`src/rtl/des_sweep_controller.sv`:
```
// Sweeps the DES block across an inclusive range of regions, capturing each
// region's ones-count and accumulating a 64-bit total.
module des_sweep_controller #(
    parameter int unsigned GAP_CYCLES = 2
) (
    input  logic        clk,
    input  logic        rst_n,
    input  logic        go_i,
    input  logic        abort_i,
    input  logic [15:0] first_region_i,
    input  logic [15:0] last_region_i,
    input  logic [47:0] blk_counter_i,
    input  logic        blk_valid_i,
    output logic        blk_start_o,
    output logic [15:0] blk_region_select_o,
    output logic [63:0] total_o,
    output logic        rgn_valid_o,
    output logic [15:0] rgn_index_o,
    output logic [47:0] rgn_count_o,
    output logic        busy_o,
    output logic        done_o,
    output logic        cfg_err_o,
    output logic        aborted_o,
    output logic [1:0]  dbg_state_o
);

    // Debug encoding: 0 IDLE, 1 LAUNCH, 2 GAP, 3 DONE.
    typedef enum logic [1:0] {S_IDLE = 2'd0, S_LAUNCH = 2'd1, S_GAP = 2'd2, S_DONE = 2'd3} state_e;

    localparam logic [3:0] GAP_LAST = 4'(GAP_CYCLES - 1);

    state_e      state_q, state_d;
    logic [15:0] cur_q, cur_d;
    logic [15:0] last_q, last_d;
    logic [15:0] sel_q, sel_d;
    logic        start_q, start_d;
    logic [63:0] total_q, total_d;
    logic        rgn_valid_q, rgn_valid_d;
    logic [15:0] rgn_index_q, rgn_index_d;
    logic [47:0] rgn_count_q, rgn_count_d;
    logic        busy_q, busy_d;
    logic        done_q, done_d;
    logic        cfg_err_q, cfg_err_d;
    logic        aborted_q, aborted_d;
    logic [3:0]  gap_q, gap_d;

    logic accept;
    logic gap_end;
    assign accept  = (last_region_i >= first_region_i);
    assign gap_end = (gap_q == GAP_LAST);

    always_ff @(posedge clk or negedge rst_n) begin
        if (!rst_n) state_q <= S_IDLE;
        else        state_q <= state_d;
    end

    always_comb begin
        state_d = state_q;
        unique case (state_q)
            S_IDLE, S_DONE: if (go_i && accept) state_d = S_LAUNCH;
            S_LAUNCH:       if (abort_i || blk_valid_i) state_d = S_GAP;
            S_GAP: begin
                if (gap_end) begin
                    // Equality before increment: last_region = 16'hFFFF never wraps.
                    if (aborted_q || abort_i)  state_d = S_IDLE;
                    else if (cur_q == last_q)  state_d = S_DONE;
                    else                       state_d = S_LAUNCH;
                end
            end
            default: state_d = S_IDLE;
        endcase
    end

    always_comb begin
        cur_d       = cur_q;
        last_d      = last_q;
        sel_d       = sel_q;
        start_d     = start_q;
        total_d     = total_q;
        rgn_valid_d = 1'b0;
        rgn_index_d = rgn_index_q;
        rgn_count_d = rgn_count_q;
        cfg_err_d   = 1'b0;
        aborted_d   = aborted_q;
        gap_d       = gap_q;
        busy_d      = (state_d == S_LAUNCH) || (state_d == S_GAP);
        done_d      = (state_d == S_DONE);
        unique case (state_q)
            S_IDLE, S_DONE: begin
                if (go_i) begin
                    if (accept) begin
                        cur_d     = first_region_i;
                        last_d    = last_region_i;
                        sel_d     = first_region_i;
                        start_d   = 1'b1;
                        total_d   = 64'd0;
                        aborted_d = 1'b0;
                    end else begin
                        cfg_err_d = 1'b1;
                    end
                end
            end
            S_LAUNCH: begin
                // Abort wins over a simultaneous result: the region is dropped.
                if (abort_i) begin
                    start_d   = 1'b0;
                    aborted_d = 1'b1;
                    gap_d     = 4'd0;
                end else if (blk_valid_i) begin
                    start_d     = 1'b0;
                    total_d     = total_q + 64'(blk_counter_i);
                    rgn_count_d = blk_counter_i;
                    rgn_index_d = cur_q;
                    rgn_valid_d = 1'b1;
                    gap_d       = 4'd0;
                end
            end
            S_GAP: begin
                if (abort_i) aborted_d = 1'b1;
                gap_d = gap_q + 4'd1;
                if (state_d == S_LAUNCH) begin
                    cur_d   = cur_q + 16'd1;
                    sel_d   = cur_q + 16'd1;
                    start_d = 1'b1;
                end
            end
            default: ;
        endcase
    end

    always_ff @(posedge clk or negedge rst_n) begin
        if (!rst_n) begin
            cur_q       <= '0;
            last_q      <= '0;
            sel_q       <= '0;
            start_q     <= 1'b0;
            total_q     <= '0;
            rgn_valid_q <= 1'b0;
            rgn_index_q <= '0;
            rgn_count_q <= '0;
            busy_q      <= 1'b0;
            done_q      <= 1'b0;
            cfg_err_q   <= 1'b0;
            aborted_q   <= 1'b0;
            gap_q       <= '0;
        end else begin
            cur_q       <= cur_d;
            last_q      <= last_d;
            sel_q       <= sel_d;
            start_q     <= start_d;
            total_q     <= total_d;
            rgn_valid_q <= rgn_valid_d;
            rgn_index_q <= rgn_index_d;
            rgn_count_q <= rgn_count_d;
            busy_q      <= busy_d;
            done_q      <= done_d;
            cfg_err_q   <= cfg_err_d;
            aborted_q   <= aborted_d;
            gap_q       <= gap_d;
        end
    end

    assign blk_start_o         = start_q;
    assign blk_region_select_o = sel_q;
    assign total_o             = total_q;
    assign rgn_valid_o         = rgn_valid_q;
    assign rgn_index_o         = rgn_index_q;
    assign rgn_count_o         = rgn_count_q;
    assign busy_o              = busy_q;
    assign done_o              = done_q;
    assign cfg_err_o           = cfg_err_q;
    assign aborted_o           = aborted_q;
    assign dbg_state_o         = state_q;

endmodule

```
`config.mk`:
```
export PLATFORM = sky130hd
export DESIGN_NAME = des_sweep_controller
export DESIGN_NICKNAME = d
export VERILOG_FILES = /design/src/rtl/des_sweep_controller.sv
export SDC_FILE = /design/constraint.sdc
export NUM_CORES = 1
export LEC_CHECK = 0
export CORE_MARGIN = 2
export CORE_UTILIZATION = 40
export DETAILED_ROUTE_END_ITERATION = 16
export MAX_ROUTING_LAYER = met4
export PLACE_DENSITY_LB_ADDON = 0.25
export SYNTH_ARGS = -nofsm -noshare
export SYNTH_HDL_FRONTEND = slang
export SYNTH_SLANG_ARGS = --single-unit
```
`constraint.sdc`:
```
create_clock -name clk -period 6.7 [get_ports clk]
set_input_delay 2.01 -clock clk [delete_from_list [all_inputs] [get_ports clk]]
set_output_delay 2.01 -clock clk [all_outputs]
set_load 0.03 [all_outputs]
```
==> metrics <==
die area=28500 um2; Site Rows=60; sw power=0.00291 W; vias in the first global route=9494; DP HPWL=22700 um; Syn Nets=1431; post-cts resize count=0; Routed Antenna Nets=0; Hold WS=0.474 ns; Hold Crit Class=flop to flop; Root Buffer=clkbuf_16; # DRC=0; Die Y=169 um; gp weighted congestion=0.944; register area=4300 um2; Starting Density=0.406; ANT cells=0; Worst-Skew Late Latency=0.43 ns; Critical Path Fanout Max=18; critical path capture point type=flop; area grow syn2layout=29.7%; fmax=168 MHz; Clock Path Buffers=2; vias per cell=5.40; worst slew pin tran=1.19 ns; YS warnings=0; pwr dens=445 nW/um2; placed cell count=1799; layout cells sized above 1=0.0658; DR vias=9896; maximum capacitance violations=0; final clock skew=0.0100 ns; Post-Synthesis Cell Area=10900 um2; final-report setup violation count=0; Post-synth EDFFs=0; Post-Syn Instances=1273; Placeable Area=26800 um2; CP max-delay cell=nor2_1; DR pass1 iterations=5; Yosys top cell by area=dfrtp_1; drt wl/cell=16.9 um; status=finished, final reports clean; Reg2Reg Launch Point=blk_region_select_o[13]$_DFFE_PN0P_; Int Pwr=0.00336 W; Synth Register Bits=172; period utilization=0.888; initial drt markers=623; Static Leak=6.43 nW; mean post-synth cell area=8.54 um2; Critical Path AT=6.25 ns; startpoint class of the critical path=input pin; Gate power share=0.550; Yosys top cell area share=0.396; # fillers=2510; worst vdd ir=0.000243 V; multi-input logic area=6150 um2; Die X=169 um; Slew headroom=0.203; Synth area leaders=dfrtp_1 (40%), nand2_1 (11%), ha_1 (8.3%); clock slew at reported path FFs=0.07 ns; Final Slew Violations=0; Crit. Startpoint=last_region_i[0]; CP Class=input pin to flop; number of H-tree levels=4; count leader, synth=nand2_1; async set-reset flop share out of synthesis=1.00; first-pass GRT wire length=50000 um; Total Routing Usage GR=0.223; Worst Hold Launch=rgn_index_o[1]$_DFFE_PN0P_; unrepaired setup endpoints after global routing=false; Post CTS Setup Buffer Count=0; cts hold-fix bufs=0; largest net degree at the start of global routing=92; CP Buf/Inv Count=2; Non-Filler Instances=1831; Cell Chain, Critical Path=clkdlybuf4s50_1 -> inv_1 -> ha_1 -> nand2b_1 -> a21o_1 -> a21o_1 -> a21oi_1 -> o21ai_0 -> a31oi_1 -> nor2_1 -> a221o_1 -> ha_1 -> mux2i_1 -> nor2_1 -> nand2_1 -> o221a_2; TritonCTS Buffers=17; # port buffers=236; Routed Wire Length=31000 um; CTS tree=done; most frequent cells after synthesis=nand2_1 (327), dfrtp_1 (172), a21oi_1 (72), ha_1 (72), o21ai_0 (66); synth unique cells=70; Overflow after GRT=0; min Tclk post-route=5.95 ns; io pins=237; CP Data Required Time=7.01 ns; part of the power in registers=0.285; Clk pwr share=0.165; setup TNS=0 ns; DP Area=13500 um2; Final Hold Fails=0; CP peak stage delay=0.95 ns; Seq/Total Area, Yosys=0.396; initial antenna violation count=0; final instance area=14100 um2; CP delay by family, top=simple AND/OR/NAND/NOR gates; dominant synthesized flop cell=dfrtp_1; Total Nets Final=1635; CTS Sinks=172; sw frac=0.464
[cell type report]
type / instances / share of cell area
multi-input combinational: 997 / 0.436
clock buffer: 18 / 0.0312
timing repair buffer: 247 / 0.174
clock inverter: 14 / 0.0112
inverter: 42 / 0.0112
tap: 341 / 0.0303
sequential: 172 / 0.305
[state kept, by name, indices dropped and copies added (netlist names), 2 cells and up]
register             count
total_o                 64
rgn_count_o             48
blk_region_select_o     16
last_q                  16
rgn_index_o             16
gap_q                    4
dbg_state_o              2
[kinds of logic after synthesis]
kind of cell / count (synthesis) / synth area share
AO/OA/AOI/OAI: 299 / 0.188
XOR/XNOR: 61 / 0.0492
adder cells (fa/ha/maj): 73 / 0.0847
buffers and inverters: 104 / 0.0382
flip-flops: 172 / 0.396
multiplexers: 22 / 0.0221
AND/OR/NAND/NOR: 542 / 0.222
[cell usage in the layout, fill, tap and decap left out, types with 31 or more instances in the layout]
cell type,synthesis,layout
clkdlybuf4s50_1,0,235
nand2_1,327,327
a21oi_1,72,72
o21ai_0,66,66
a21o_1,31,31
nor2_1,55,55
ha_1,72,72
inv_1,42,41
dfrtp_1,172,172
xor2_1,37,37
[per-stage QoR]
| step | util | total power [W] | worst slack, ns |
|---|---|---|---|
| floorplan | - | 0.00399 | 1.12 |
| global placement | 0.504 | 0.00521 | 0.514 |
| detailed placement | 0.504 | 0.00526 | 0.318 |
| CTS | 0.526 | 0.00631 | 0.760 |
| global route | 0.526 | 0.00670 | 0.377 |
| finish | 0.526 | 0.00627 | 0.752 |
[power by group through the flow]
stage / clock network (W) / logic (W) / registers (W)
floorplan: 0 / 0.00160 / 0.00239
global placement: 0 / 0.00342 / 0.00180
global route: 0.00110 / 0.00374 / 0.00185
detailed placement: 0 / 0.00345 / 0.00181
finish: 0.00104 / 0.00345 / 0.00179
CTS: 0.00106 / 0.00346 / 0.00179
[final timing paths]
check                                                           to  slack (ns)  depth (start not counted)
worst max-delay path            blk_region_select_o[6]$_DFFE_PN0P_        0.75                         16
worst min-delay path                    rgn_index_o[1]$_DFFE_PN0P_        0.47                          2
worst max register to register  blk_region_select_o[6]$_DFFE_PN0P_        2.80                         13
worst min register to register          rgn_index_o[1]$_DFFE_PN0P_        0.47                          2
max in group asynchronous                  total_o[20]$_DFFE_PN0P_        3.91                          2
min in group asynchronous              rgn_count_o[31]$_DFFE_PN0P_        1.63                          1
[layer usage]
metal | track usage | part of all wire | vias to the layer above
met5 | - | 0 | -
li1 | - | - | 4890
met2 | 0.357 | 0.47 | 281
met3 | 0.0358 | 0.049 | 27
met1 | 0.298 | 0.47 | 4698
met4 | 0.0551 | 0.015 | 0
[worst reg2reg max path: stages (launching register included)]
cell and delay (ns):
dfrtp_1 0.52, xor2_1 0.31, nor4_1 0.11, nand4_1 0.12, or4_1 0.12, o21ai_0 0.07
a21oi_1 0.14, nor2_1 0.06, a21oi_1 0.22, ha_1 0.20, mux2i_1 0.11, nor2_1 0.95
nand2_1 0.49, o221a_2 0.37
Power figures use the tool's default switching activity.
